`src/rtl/dmem_arbiter.sv`:
```
// Round-robin arbiter sharing the single-port data memory between two masters,
// with lock for atomic read-modify-write, lock timeout and address range check.
module dmem_arbiter #(
  parameter int DEPTH    = 256,
  parameter int LOCK_MAX = 16
) (
  input  logic        clk,
  input  logic        rst_n,
  input  logic        r0_req,
  input  logic        r0_we,
  input  logic        r0_lock,
  input  logic [31:0] r0_addr,
  input  logic [31:0] r0_wdata,
  output logic        r0_gnt,
  output logic        r0_rvalid,
  output logic [31:0] r0_rdata,
  output logic        r0_err,
  input  logic        r1_req,
  input  logic        r1_we,
  input  logic        r1_lock,
  input  logic [31:0] r1_addr,
  input  logic [31:0] r1_wdata,
  output logic        r1_gnt,
  output logic        r1_rvalid,
  output logic [31:0] r1_rdata,
  output logic        r1_err,
  output logic [31:0] mem_addr,
  output logic [31:0] mem_wdata,
  output logic        mem_write,
  output logic        mem_read,
  input  logic [31:0] mem_rdata
);

  typedef enum logic [1:0] {IDLE = 2'd0, LOCK0 = 2'd1, LOCK1 = 2'd2} state_t;

  localparam int               CNT_W    = (LOCK_MAX > 2) ? $clog2(LOCK_MAX) : 1;
  localparam logic [CNT_W-1:0] CNT_LAST = CNT_W'(LOCK_MAX - 1);
  localparam logic [31:0]      ADDR_LIM = 32'(DEPTH);

  state_t           state, state_nxt;
  logic             last;
  logic [CNT_W-1:0] lock_cnt;
  logic             timeout;
  logic             gnt0, gnt1, any_gnt;
  logic             sel_we;
  logic [31:0]      sel_addr, sel_wdata;
  logic             addr_ok;
  logic [31:0]      rd_word;

  logic [1:0]       vld_p1;
  logic [31:0]      rdata0_p1, rdata1_p1;
  logic             err0_p1, err1_p1;

  // Stage p0: grant decision, next state and memory drive, all combinational
  always_comb begin
    state_nxt = state;
    gnt0      = 1'b0;
    gnt1      = 1'b0;
    timeout   = (state != IDLE) && (lock_cnt == CNT_LAST);
    case (state)
      IDLE: begin
        gnt0 = r0_req && (!r1_req || last);
        gnt1 = r1_req && (!r0_req || !last);
        if (gnt0 && r0_lock)      state_nxt = LOCK0;
        else if (gnt1 && r1_lock) state_nxt = LOCK1;
      end
      LOCK0: begin
        gnt0 = r0_req;
        if (timeout || (gnt0 && !r0_lock)) state_nxt = IDLE;
      end
      LOCK1: begin
        gnt1 = r1_req;
        if (timeout || (gnt1 && !r1_lock)) state_nxt = IDLE;
      end
      default: state_nxt = IDLE;
    endcase
    // Grants and memory strobes must be quiet while reset is held.
    if (!rst_n) begin
      gnt0 = 1'b0;
      gnt1 = 1'b0;
    end
    any_gnt   = gnt0 || gnt1;
    sel_we    = 1'b0;
    sel_addr  = '0;
    sel_wdata = '0;
    if (gnt0) begin
      sel_we    = r0_we;
      sel_addr  = r0_addr;
      sel_wdata = r0_wdata;
    end else if (gnt1) begin
      sel_we    = r1_we;
      sel_addr  = r1_addr;
      sel_wdata = r1_wdata;
    end
    addr_ok   = sel_addr < ADDR_LIM;
    mem_addr  = sel_addr;
    mem_wdata = sel_wdata;
    mem_write = any_gnt && sel_we && addr_ok;
    mem_read  = any_gnt && !sel_we && addr_ok;
    rd_word   = mem_read ? mem_rdata : '0;
  end

  assign r0_gnt = gnt0;
  assign r1_gnt = gnt1;

  always_ff @(posedge clk or negedge rst_n) begin
    if (!rst_n) begin
      state    <= IDLE;
      last     <= 1'b1;
      lock_cnt <= '0;
    end else begin
      state <= state_nxt;
      if (gnt0)      last <= 1'b0;
      else if (gnt1) last <= 1'b1;
      // Counts cycles of an ongoing lock; any entry or exit restarts it.
      if ((state != IDLE) && (state_nxt == state)) lock_cnt <= lock_cnt + 1'b1;
      else                                         lock_cnt <= '0;
    end
  end

  // Stage p1: registered response, one cycle after the grant
  always_ff @(posedge clk or negedge rst_n) begin
    if (!rst_n) begin
      vld_p1    <= '0;
      rdata0_p1 <= '0;
      rdata1_p1 <= '0;
      err0_p1   <= 1'b0;
      err1_p1   <= 1'b0;
    end else begin
      vld_p1 <= {gnt1, gnt0};
      if (gnt0) begin
        rdata0_p1 <= rd_word;
        err0_p1   <= !addr_ok;
      end
      if (gnt1) begin
        rdata1_p1 <= rd_word;
        err1_p1   <= !addr_ok;
      end
    end
  end

  assign r0_rvalid = vld_p1[0];
  assign r1_rvalid = vld_p1[1];
  assign r0_rdata  = rdata0_p1;
  assign r1_rdata  = rdata1_p1;
  assign r0_err    = err0_p1;
  assign r1_err    = err1_p1;

endmodule

```
`config.mk`:
```
export PLATFORM = sky130hd
export DESIGN_NAME = dmem_arbiter
export DESIGN_NICKNAME = d
export VERILOG_FILES = /design/src/rtl/dmem_arbiter.sv
export SDC_FILE = /design/constraint.sdc
export NUM_CORES = 1
export LEC_CHECK = 0
export ABC_AREA = 1
export BUFFER_PORTS_ARGS = -buffer_cell sky130_fd_sc_hd__buf_2
export CAP_MARGIN = 5
export CORE_AREA = 3 3 118 120
export CTS_CLUSTER_SIZE = 12
export DETAILED_ROUTE_END_ITERATION = 16
export DIE_AREA = 0 0 121 123
export PLACE_DENSITY = 0.65
export SYNTH_ARGS = -nofsm -noshare
export SYNTH_HDL_FRONTEND = slang
export SYNTH_SLANG_ARGS = --single-unit
```
`constraint.sdc`:
```
create_clock -name clk -period 2.95 [get_ports clk]
set_clock_uncertainty 0.1 [all_clocks]
set_input_delay 0.59 -clock clk [delete_from_list [all_inputs] [get_ports clk]]
set_output_delay 0.59 -clock clk [all_outputs]
set_load 0.02 [all_outputs]
```
# Yosys cells after proc, flatten, opt, wreduce, memory -nomap -nowiden
# Cells that the tools add are included.
# word_totals
wordCells,60
input_bits,168
out_inout_bits,136
register_bits,75
# classes
n_reduce_logical,27
eq_ne,4
n_addsub,1
muxes,19
magnitude_cmp,1
# op_table
op,count
2-to-1 mux 32 bit,5
< comparator 32 x 9 -> 1 bit (second input constant),1
logical AND 1 bit,12
2-to-1 mux 2 bit,4
zero test 1 bit,7
2-to-1 mux 1 bit,6
case mux 2 bit (3 select lines),1
logical OR 1 bit,5
adder 4 x 1 -> 4 bit (second input constant),1
== test 4 bit (second input constant),1
2-to-1 mux 4 bit,1
case mux 1 bit (2 select lines),2
nonzero test 2 bit,2
== test 2 x 1 -> 1 bit (second input constant),1
== test 2 bit,1
== test 2 bit (second input constant),1
zero test 2 bit,1

# Longest topological paths before layout
# Gate-level depths: netlist (run 1).
# logic_depth
word_depth,11
ltp_mapped,15
depth_no_buf,12

# Worst setup path before layout (run 1)
# OpenSTA, ideal clock, no wires.
# synth_path
path_kind,input port to output port
startpoint,input rst_n
endpoint,output mem_read
required_time_ns,2.260
path_slack_ns,0.167
path_buffers,1
stages,11
t_arrival_ns,2.093
cell_sequence,inv_1 > nor2_4 > nand2_1 > o21ai_0 > inv_1 > nand2_1 > nor2_1 > nand2_1 > nor2_4 > buf_6 > and2_1
# synth_via
word_cells_on_any_way,11
cone_classes,1 x order compare; 6 x mux; 4 x reduce/logical
# synth_rtl
item,line,source
"start, declared",8,"input logic rst_n,"
2-to-1 mux 1 bit,78,if (!rst_n) begin
2-to-1 mux 32 bit,90,end else if (gnt1) begin
2-to-1 mux 32 bit (*),86,if (gnt0) begin
net mem_addr[14],27,"output logic [31:0] mem_addr,"
< comparator 32 x 9 -> 1 bit (*),95,addr_ok = sel_addr < ADDR_LIM;
logical AND 1 bit (*),99,mem_read = any_gnt && !sel_we && addr_ok;
"end, declared",30,"output logic mem_read,"
# Mark *: on every way through the listed nets, which the timed path passes. The rest lies on a longest branch.

# Final worst setup path (run 1)
# layout_path
startpoint,register last
endpoint,output mem_write
# layout_via
elab_chain_len,9
word_cells_on_any_way,17
cone_classes,1 x order compare; 8 x mux; 8 x reduce/logical
# layout_lines
item,line,source
"start, declared",41,logic last;
"start signal, assigned",109,last <= 1'b1;
"start signal, assigned",113,if (gnt0) last <= 1'b0;
"start signal, assigned",114,else if (gnt1) last <= 1'b1;
zero test 1 bit,63,gnt1 = r1_req && (!r0_req || !last);
logical OR 1 bit,63,
logical AND 1 bit,63,
case mux 1 bit (2 select lines),60,case (state)
2-to-1 mux 1 bit,78,
2-to-1 mux 32 bit / 2-to-1 mux 1 bit (equally long branches),90,
2-to-1 mux 32 bit / 2-to-1 mux 1 bit (equally long branches),86,
< comparator 32 x 9 -> 1 bit / logical AND 1 bit (equally long branches),"95, 98",
logical AND 1 bit (*),98,mem_write = any_gnt && sel_we && addr_ok;
"end, declared",29,"output logic mem_write,"
# Every way passes the cells marked *; elsewhere a longest branch is shown, timed or not.

==> impl_metrics.env, run 1 <==
export IMPL_synth_edf_count=0
export IMPL_type_of_element_launching_the_critical_path="register"
export IMPL_layout_nets=958
export IMPL_timing_max_slew_rel_slack=0.537
export IMPL_maximum_net_fanout_on_the_critical_path=24
export IMPL_number_of_inserted_diodes=0
export IMPL_worst_slack_ns=0.147
export IMPL_clk_root_buffer_cell="sky130_fd_sc_hd__clkbuf_16"
export IMPL_place_worst_setup_slack_ns=0.179
export IMPL_floorplan_core_area_um2=13100
export IMPL_routed_wl_um=15800
export IMPL_power_frac_seq=0.313
export IMPL_final_cell_area_um2=6170
export IMPL_cellLeakagePower_nw=3.83
export IMPL_grt_usage=0.200
export IMPL_initial_core_util=0.319
export IMPL_routedWlPerCell_um=16.3
export IMPL_avgViaCountPerCell=4.89
export IMPL_cap_violations=0
export IMPL_crit_arrival_ns=2.11
export IMPL_grt_start_max_net_pins=67
export IMPL_max_clock_path_buffers=2
export IMPL_chipHeight_um=123
export IMPL_critical_path_n_buffers_inverters=2
export IMPL_synth_async_reset_ratio=1.00
export IMPL_syn_num_nets=669
export IMPL_grt_setup_unrepaired="no"
export IMPL_routed_via_count=4740
export IMPL_power_switching_fraction=0.386
export IMPL_die_area_um2=14900
export IMPL_worst_path_dominant_cell_family="simple AND/OR/NAND/NOR gates"
export IMPL_clock_sinks=75
export IMPL_final_core_utilization=0.471
export IMPL_peakVddDrop_mv=0.288
export IMPL_outcome="finished, final reports clean"
export IMPL_grt_pass1_wl_um=23400
export IMPL_setup_tns_ns=0
export IMPL_worst_pin_slew_ns=0.694
export IMPL_ant_nets=0
export IMPL_critPathSlowestCell="sky130_fd_sc_hd__dfstp_2"
export IMPL_clock_tree_htree_level_count=3
export IMPL_placed_cell_area_um2=5850
export IMPL_drt_initial_drc_count=214
export IMPL_timing_final_setup_violations=0
export IMPL_path_common_cell="sky130_fd_sc_hd__nand2_1"
export IMPL_first_global_vias=4499
export IMPL_setup_worst_path_class="register to output port"
export IMPL_max_clock_freq_ghz=0.357
export IMPL_post_synth_cell_area_avg_um2=8.35
export IMPL_longest_individual_stage_delay_on_the_worst_path_ns=0.55
export IMPL_power_share_clock=0.297
export IMPL_total_switching_power_mw=1.40
export IMPL_worst_setup_path_end_kind="output port"
export IMPL_internal_power_mw=2.23
export IMPL_yosysWarningCount=0
export IMPL_power_per_cell_area_nw_per_um2=587
export IMPL_boundaryPins=304
export IMPL_synth_sequential_area_ratio=0.450
export IMPL_globalRoute_totalOverflow=0
export IMPL_grt_antenna_before_repair=0
export IMPL_rr_startpoint="last"
export IMPL_summed_instance_area_of_the_synthesized_netlist_um2=4170
export IMPL_cp_startpoint="last"
export IMPL_count_of_mapped_cells_out_of_synthesis=500
export IMPL_drt_first_pass_iters=4
export IMPL_post_dp_hpwl_um=12000
export IMPL_path_clk_slew_ns=0.06
export IMPL_timing_max_transition_violations_final=0
export IMPL_num_rows=42
export IMPL_crit_path_cell_trace="nand3_2 -> buf_6 -> nand3_1 -> nand2_1 -> nor2_1 -> nand2_1 -> nor2_2 -> nand2_2 -> nor3b_1 -> buf_2"
export IMPL_hp_class="primary input to asynchronous set/reset pin"
export IMPL_p_comb_frac=0.390
export IMPL_report_final_hold_viol_count=0
export IMPL_dominantRegCellSynth="sky130_fd_sc_hd__dfrtp_1"
export IMPL_fin_crit_sh=0.950
export IMPL_clkLatencyLatePin_ns=0.33
export IMPL_yosysUniqueCellTypes=36
export IMPL_gpl_final_weighted_congestion=0.784
export IMPL_worstPathRequired_ns=2.26
export IMPL_chipWidth_um=121
export IMPL_synth_seq_cells=75
export IMPL_synthToLayoutAreaGrowth_pct=47.8
export IMPL_cts_tree="yes"
export IMPL_post_route_cells_drive_above_1_share=0.467
export IMPL_detail_route_drc_violations=0
export IMPL_min_period_ns=2.80
export IMPL_portBuffers=303
export IMPL_tritoncts_num_buffers=9
metal layers:
metal	track usage	share of wire	vias to the layer above
met3	0.0499	0.082	10
li1	-	-	2304
met4	0.0510	0.010	0
met2	0.371	0.52	217
met5	0	0	-
met1	0.230	0.39	2209
worst paths after layout:
check / to / slack [ns] / depth (start not counted)
worst min register to register: lock_cnt[0] / 0.36 / 1
min in group clk: lock_cnt[0] / 0.36 / 1
max in group asynchronous: last / 1.61 / 3
worst max register to register: r1_rdata[3] / 0.44 / 12
worst max-delay path: mem_write / 0.15 / 10
worst min-delay path: r1_rdata[18] / 0.22 / 2
state kept, by name, indices dropped and copies added (netlist names):
| name | count |
|---|---|
| last | 1 |
| r0_rdata | 32 |
| r1_rdata | 32 |
| r0_err | 1 |
| r1_err | 1 |
| state | 2 |
| vld_p1 | 2 |
| lock_cnt | 4 |
power by group through the flow:
stage	clock network [mW]	logic, mW	registers [mW]
after global placement	0	1.42	1.15
after floorplan	0	0.863	1.20
final	1.08	1.41	1.13
after global routing	1.16	1.54	1.14
after detailed placement	0	1.41	1.15
after CTS	1.11	1.42	1.13
kinds of logic (layout without fill, tap and decap cells):
group,after synthesis,after routing,synth area share
xor+xnor,1,1,0.00210
flops,75,75,0.450
simple gates,291,291,0.346
fa+ha+maj,1,1,0.00300
buf+inv,72,366,0.0855
compound gates,60,60,0.113
Yosys cell counts (2+ instances only):
cell type / instances / area (um^2)
sky130_fd_sc_hd__nand4_1: 55 / 344
sky130_fd_sc_hd__inv_2: 5 / 18.8
sky130_fd_sc_hd__buf_6: 4 / 45.0
sky130_fd_sc_hd__buf_2: 14 / 70.1
sky130_fd_sc_hd__buf_1: 10 / 37.5
sky130_fd_sc_hd__o21ai_1: 7 / 35.0
sky130_fd_sc_hd__clkbuf_1: 11 / 41.3
sky130_fd_sc_hd__nand2_2: 2 / 12.5
sky130_fd_sc_hd__inv_1: 23 / 86.3
sky130_fd_sc_hd__nor2_2: 2 / 12.5
sky130_fd_sc_hd__nor2_1: 14 / 52.6
sky130_fd_sc_hd__o21ai_0: 5 / 25.0
sky130_fd_sc_hd__nand2_1: 159 / 597
sky130_fd_sc_hd__dfrtp_1: 74 / 1850
sky130_fd_sc_hd__a21oi_1: 2 / 10.0
sky130_fd_sc_hd__a22o_1: 41 / 359
sky130_fd_sc_hd__nand4_2: 10 / 125
sky130_fd_sc_hd__buf_4: 3 / 22.5
sky130_fd_sc_hd__nor2_4: 3 / 33.8
sky130_fd_sc_hd__nand3_2: 3 / 30.0
sky130_fd_sc_hd__nand3_1: 38 / 190
final cells by class:
| class | instances | area, um^2 |
|---|---|---|
| fill | 1308 | 6920 |
| multi-input combinational | 353 | 1950 |
| sequential | 75 | 1880 |
| timing repair buffer | 322 | 1710 |
| clock buffer | 13 | 280 |
| tap | 176 | 220 |
| inverter | 28 | 105 |
| clock inverter | 3 | 18.8 |
placed cells by master, fill, tap and decap left out, types with 2 or more instances in the layout:
cell / n
sky130_fd_sc_hd__nand4_2: 10
sky130_fd_sc_hd__nand4_1: 55
sky130_fd_sc_hd__nor2_4: 3
sky130_fd_sc_hd__buf_4: 15
sky130_fd_sc_hd__o21ai_0: 4
sky130_fd_sc_hd__nand3_1: 38
sky130_fd_sc_hd__nand2_2: 3
sky130_fd_sc_hd__dfrtp_1: 74
sky130_fd_sc_hd__clkbuf_8: 4
sky130_fd_sc_hd__clkbuf_16: 9
sky130_fd_sc_hd__a21oi_1: 2
sky130_fd_sc_hd__a22o_1: 41
sky130_fd_sc_hd__nand3_2: 3
sky130_fd_sc_hd__nor2_2: 2
sky130_fd_sc_hd__inv_1: 22
sky130_fd_sc_hd__o21ai_1: 7
sky130_fd_sc_hd__nor2_1: 14
sky130_fd_sc_hd__buf_12: 3
sky130_fd_sc_hd__clkinv_2: 2
sky130_fd_sc_hd__nand2_1: 158
sky130_fd_sc_hd__inv_2: 6
sky130_fd_sc_hd__buf_2: 301
sky130_fd_sc_hd__buf_6: 3
sky130_fd_sc_hd__o21ai_2: 2
repair_timing:
item	in CTS	in global routing
gates resized for setup	0	7
setup endpoints to repair	0	4
setup buffers	0	0
hold buffers	0	0
hold endpoints to repair	0	0
per-stage QoR:
stage / total power [mW] / cells / hold slack [ns]
finish: 3.62 / 970 / 0.217
global route: 3.84 / 970 / 0.251
CTS: 3.66 / 970 / 0.234
detailed placement: 2.57 / 954 / 0.352
global placement: 2.57 / 954 / 0.353
floorplan: 2.06 / 500 / 0.194
(Power assumes the default switching activity.)
==> run 2: changes to the inputs <==
- REMOVE_ABC_BUFFERS: default -> 1
==> impl_metrics.env, run 2 (synthesis gave the netlist of run 1 again) <==
export IMPL_outcome="finished, final reports clean"
export IMPL_grt_usage=0.205
export IMPL_grt_setup_unrepaired="yes"
export IMPL_timing_max_transition_violations_final=0
export IMPL_routed_wl_um=16200
export IMPL_setup_worst_path_class="register to output port"
export IMPL_first_global_vias=4664
export IMPL_placed_cells_incl_taps=954
export IMPL_final_cell_area_um2=6260
export IMPL_fin_total_pwr_mw=3.76
export IMPL_path_clk_slew_ns=0.06
export IMPL_multiInputGateArea_um2=1960
export IMPL_detail_route_drc_violations=0
export IMPL_timing_hold_ws_ns=0.0430
export IMPL_clock_tree_htree_level_count=3
export IMPL_clkLatencyLatePin_ns=0.32
export IMPL_worst_pin_slew_ns=0.955
export IMPL_internal_power_mw=2.35
export IMPL_peakVddDrop_mv=0.231
export IMPL_setup_tns_ns=0
export IMPL_globalRoute_totalOverflow=0
export IMPL_synthToLayoutAreaGrowth_pct=50.0
export IMPL_p_comb_frac=0.386
export IMPL_path_common_cell="sky130_fd_sc_hd__nand2_1"
export IMPL_critPathSlowestCell="sky130_fd_sc_hd__dfstp_2"
export IMPL_worst_slack_ns=0.0872
export IMPL_power_switching_fraction=0.375
export IMPL_timing_final_setup_violations=0
export IMPL_portBuffers=303
export IMPL_clk_root_buffer_cell="sky130_fd_sc_hd__clkbuf_16"
export IMPL_chipHeight_um=123
export IMPL_report_final_hold_viol_count=0
export IMPL_ant_nets=0
export IMPL_post_cts_hold_buffer_count=0
export IMPL_routed_via_count=4917
export IMPL_longest_individual_stage_delay_on_the_worst_path_ns=0.54
export IMPL_initial_core_util=0.319
export IMPL_max_clock_freq_ghz=0.349
export IMPL_chipWidth_um=121
export IMPL_number_of_inserted_diodes=0
export IMPL_cts_tree="yes"
export IMPL_power_per_cell_area_nw_per_um2=601
export IMPL_place_worst_setup_slack_ns=-0.0583
export IMPL_tritoncts_num_buffers=9
export IMPL_grt_pass1_wl_um=24000
export IMPL_placed_cell_area_um2=5850
export IMPL_gpl_final_weighted_congestion=0.836
export IMPL_min_period_ns=2.86
export IMPL_final_core_utilization=0.478
export IMPL_timing_max_slew_rel_slack=0.364
export IMPL_cap_violations=0
export IMPL_layout_nets=966
export IMPL_final_cell_mix="301 x sky130_fd_sc_hd__buf_2, 158 x sky130_fd_sc_hd__nand2_1, 74 x sky130_fd_sc_hd__dfrtp_1, 55 x sky130_fd_sc_hd__nand4_1, 41 x sky130_fd_sc_hd__a22o_1"
export IMPL_sequential_cell_area_um2=1880
export IMPL_routedWlPerCell_um=16.6
export IMPL_max_clock_path_buffers=2
export IMPL_power_share_clock=0.313
export IMPL_clock_sinks=75
export IMPL_post_dp_hpwl_um=12000
export IMPL_grt_start_max_net_pins=75
export IMPL_critical_path_n_buffers_inverters=2
export IMPL_power_frac_seq=0.301
export IMPL_avgViaCountPerCell=5.03
export IMPL_crit_path_cell_trace="nand3_2 -> buf_6 -> nand3_1 -> nand2_1 -> nor2_1 -> nand2_1 -> nor2_2 -> nand2_2 -> nor3b_1 -> buf_2"
export IMPL_maximum_net_fanout_on_the_critical_path=24
export IMPL_crit_arrival_ns=2.17
export IMPL_boundaryPins=304
export IMPL_cellLeakagePower_nw=3.87
export IMPL_floorplan_core_area_um2=13100
export IMPL_grt_antenna_before_repair=0
export IMPL_drt_initial_drc_count=174
export IMPL_post_route_cells_drive_above_1_share=0.471
export IMPL_num_rows=42
export IMPL_hp_class="primary input to asynchronous set/reset pin"
export IMPL_die_area_um2=14900
export IMPL_worst_path_dominant_cell_family="simple AND/OR/NAND/NOR gates"
export IMPL_worst_setup_path_end_kind="output port"
export IMPL_fill_cells=1319
export IMPL_instances_no_fill=978
export IMPL_fin_crit_sh=0.970
export IMPL_drt_first_pass_iters=4
export IMPL_r2r_slack_ns=0.71
export IMPL_layout_cells_most_common="sky130_fd_sc_hd__buf_2"
export IMPL_worstPathRequired_ns=2.26
export IMPL_total_switching_power_mw=1.41
export IMPL_type_of_element_launching_the_critical_path="register"
-- run 2: cell types whose count changed in the layout (fill, tap and decap cells not counted) --
cell,before,now
sky130_fd_sc_hd__inv_1,22,21
sky130_fd_sc_hd__buf_4,15,21
sky130_fd_sc_hd__nor2_4,3,4
sky130_fd_sc_hd__clkbuf_1,0,2
sky130_fd_sc_hd__buf_6,3,4
sky130_fd_sc_hd__clkbuf_8,4,1
sky130_fd_sc_hd__clkinv_4,0,1
sky130_fd_sc_hd__inv_6,1,0
sky130_fd_sc_hd__inv_2,6,5
sky130_fd_sc_hd__bufinv_16,0,2
sky130_fd_sc_hd__clkinvlp_4,0,1
-- run 2: path summary, 6_finish.rpt --
kind,startpoint,to,depth (start not counted)
worst max-delay path,last,mem_write,10
worst min-delay path,rst_n,r1_rdata[10],2
worst max register to register,last,r1_rdata[21],12
worst min register to register,r1_rdata[21],r1_rdata[21],2
max in group asynchronous,rst_n,r0_rdata[23],3
min in group clk,r1_rdata[21],r1_rdata[21],2
-- run 2: power by group through the flow --
| stage | sequential (mW) | clock, mW | combinational, mW |
|---|---|---|---|
| finish | 1.13 | 1.18 | 1.45 |
| global route | 1.14 | 1.25 | 1.57 |
| CTS | 1.14 | 1.21 | 1.43 |
| detailed placement | 1.15 | 0 | 1.40 |
| global placement | 1.15 | 0 | 1.41 |
| floorplan | 1.20 | 0 | 0.764 |
-- run 2: per-layer routing --
| metal | routed length (um) | vias to the layer above | part of all wire | global-route usage |
|---|---|---|---|---|
| met4 | 375 | 0 | 0.023 | 0.0737 |
| li1 | - | 2317 | - | - |
| met5 | 0 | - | 0 | 0 |
| met1 | 6320 | 2334 | 0.39 | 0.238 |
| met3 | 1250 | 26 | 0.077 | 0.0485 |
| met2 | 8280 | 240 | 0.51 | 0.367 |
-- run 2: final cells by class --
type,count,area share
clock buffers,12,0.0394
inverters,28,0.0176
clock inverters,4,0.0118
well taps,176,0.0352
flip-flops and latches,75,0.300
multi-input cells,354,0.314
repair buffers,329,0.283
-- run 2: what timing repair did --
action                     4_1_cts  5_1_grt
pin swaps                        2        1
gates resized for setup          0       11
setup buffers                    5        2
setup endpoints to repair       42       28
cloned                           1        0
-- run 2: worst reg2reg max path, cell delays in order (launching register included) --
cell	delay [ns]
sky130_fd_sc_hd__dfstp_2	0.54
sky130_fd_sc_hd__nand3_2	0.08
sky130_fd_sc_hd__buf_6	0.18
sky130_fd_sc_hd__nand3_1	0.10
sky130_fd_sc_hd__nand2_1	0.07
sky130_fd_sc_hd__nor2_1	0.15
sky130_fd_sc_hd__nand2_1	0.08
sky130_fd_sc_hd__nor2_2	0.12
sky130_fd_sc_hd__nand2_2	0.10
sky130_fd_sc_hd__nor2_4	0.12
sky130_fd_sc_hd__buf_12	0.29
sky130_fd_sc_hd__nand4_1	0.17
sky130_fd_sc_hd__nand2_1	0.08
==> run 3: changes to the inputs <==
- GPL_TIMING_DRIVEN: default -> 0
==> impl_metrics.env, run 3 (synthesis gave the netlist of run 1 again) <==
export IMPL_clock_tree_htree_level_count=3
export IMPL_cap_violations=0
export IMPL_hp_class="primary input to asynchronous set/reset pin"
export IMPL_grt_start_max_net_pins=49
export IMPL_peakVddDrop_mv=0.304
export IMPL_max_clock_path_buffers=2
export IMPL_chipHeight_um=123
export IMPL_maximum_net_fanout_on_the_critical_path=7
export IMPL_routed_wl_um=19500
export IMPL_avgViaCountPerCell=5.15
export IMPL_num_rows=42
export IMPL_grt_setup_unrepaired="yes"
export IMPL_portBuffers=303
export IMPL_layout_nets=991
export IMPL_r2r_slack_ns=0.10
export IMPL_cts_tree="yes"
export IMPL_tritoncts_num_buffers=9
export IMPL_clkLatencyLatePin_ns=0.33
export IMPL_cellLeakagePower_nw=4.14
export IMPL_type_of_element_launching_the_critical_path="register"
export IMPL_detail_route_drc_violations=0
export IMPL_initial_core_util=0.319
export IMPL_synthToLayoutAreaGrowth_pct=66.6
export IMPL_ant_nets=0
export IMPL_floorplan_core_area_um2=13100
export IMPL_post_route_cells_drive_above_1_share=0.505
export IMPL_worst_setup_path_end_kind="output port"
export IMPL_critical_path_n_buffers_inverters=3
export IMPL_worstPathRequired_ns=2.26
export IMPL_globalRoute_totalOverflow=0
export IMPL_timing_max_transition_violations_final=0
export IMPL_fin_crit_sh=1.04
export IMPL_r2r_worst_path_cells=12
export IMPL_timing_final_setup_violations=2
export IMPL_crit_arrival_ns=2.37
export IMPL_longest_individual_stage_delay_on_the_worst_path_ns=0.64
export IMPL_clock_sinks=75
export IMPL_post_dp_hpwl_um=11500
export IMPL_layout_cells_most_common="sky130_fd_sc_hd__buf_2"
export IMPL_worst_pin_slew_ns=0.874
export IMPL_first_global_vias=4945
export IMPL_max_clock_freq_ghz=0.327
export IMPL_critPathSlowestCell="sky130_fd_sc_hd__dfstp_2"
export IMPL_gpl_final_weighted_congestion=0.758
export IMPL_setup_tns_ns=-0.189
export IMPL_boundaryPins=304
export IMPL_clk_root_buffer_cell="sky130_fd_sc_hd__clkbuf_16"
export IMPL_rr_startpoint="last"
export IMPL_grt_antenna_before_repair=2
export IMPL_instances_no_fill=1005
export IMPL_violations="negative setup slack"
export IMPL_min_period_ns=3.06
export IMPL_routedWlPerCell_um=19.4
export IMPL_final_cell_mix="300 x sky130_fd_sc_hd__buf_2, 154 x sky130_fd_sc_hd__nand2_1, 74 x sky130_fd_sc_hd__dfrtp_1, 55 x sky130_fd_sc_hd__nand4_1, 41 x sky130_fd_sc_hd__a22o_1"
export IMPL_power_per_cell_area_nw_per_um2=617
export IMPL_final_core_utilization=0.531
export IMPL_grt_pass1_wl_um=27400
export IMPL_place_worst_setup_slack_ns=-2.03
export IMPL_drt_initial_drc_count=282
export IMPL_chipWidth_um=121
export IMPL_worst_slack_ns=-0.108
export IMPL_grt_usage=0.243
export IMPL_routed_via_count=5176
export IMPL_worst_r2r_endpoint="r1_rdata[20]"
export IMPL_timing_max_slew_rel_slack=0.417
export IMPL_die_area_um2=14900
export IMPL_drt_first_pass_iters=4
export IMPL_path_clk_slew_ns=0.06
export IMPL_report_final_hold_viol_count=0
export IMPL_outcome="finished, violations left"
export IMPL_worst_path_dominant_cell_family="simple AND/OR/NAND/NOR gates"
export IMPL_crit_path_cell_trace="nand3_4 -> buf_6 -> nand3_1 -> nand2_1 -> nor2_1 -> nand2_1 -> nor2_2 -> nand2_2 -> buf_4 -> nor3b_2 -> buf_4"
export IMPL_placed_cells_incl_taps=941
export IMPL_setup_worst_path_class="register to output port"
run 3: worst max-delay path by stage:
stage	from	endpoint	slack [ns]	cells after the start
floorplan	r0_req	mem_read	-2.57	6
global placement	rst_n	mem_read	-5.94	9
global route	last	mem_read	-0.21	10
CTS	state[0]	mem_read	-0.07	13
finish	last	mem_write	-0.11	11
detailed placement	rst_n	mem_read	-2.03	10
run 3: layout make-up:
| type | count | area, um^2 |
|---|---|---|
| well taps | 176 | 220 |
| clock buffers | 12 | 236 |
| clock inverters | 4 | 98.8 |
| repair buffers | 346 | 2210 |
| flip-flops and latches | 75 | 1880 |
| diodes | 2 | 5.00 |
| multi-input cells | 362 | 2160 |
| inverters | 28 | 148 |
| fillers | 1245 | 6130 |
run 3: metrics by stage:
stage	power [mW]	hold WS [ns]	cell area, um^2
finish	4.29	0.0839	6950
global route	4.49	0.0695	6950
CTS	4.22	0.0720	6840
detailed placement	2.56	0.354	5810
global placement	2.49	0.352	5660
floorplan	1.96	0.194	3920
run 3: per-layer routing:
layer	wire length (um)	GRT usage	vias up
li1	-	-	2400
met1	7540	0.284	2436
met2	9790	0.427	290
met3	1500	0.0576	50
met4	706	0.105	0
met5	0	0	-
run 3: what timing repair did:
action,4_1_cts,5_1_grt
buffers inserted,27,3
cloned,13,3
gates resized for setup,43,15
pin swaps,16,11
hold endpoints to repair,9,0
endpoints found under the setup margin,137,20
hold buffers,1,0
run 3: worst reg2reg max path: cells and delay by family, from the launching register on:
kind,cells,cell delay [ns]
AND/OR/NAND/NOR,10,1.72
buffers and inverters,2,0.34
flip-flops,1,0.64
run 3: power by group:
part	switching (mW)	internal [mW]	total [mW]
sequential	0.0544	1.10	1.15
clock	0.426	0.829	1.26
combinational	1.19	0.693	1.88
total	1.67	2.62	4.29
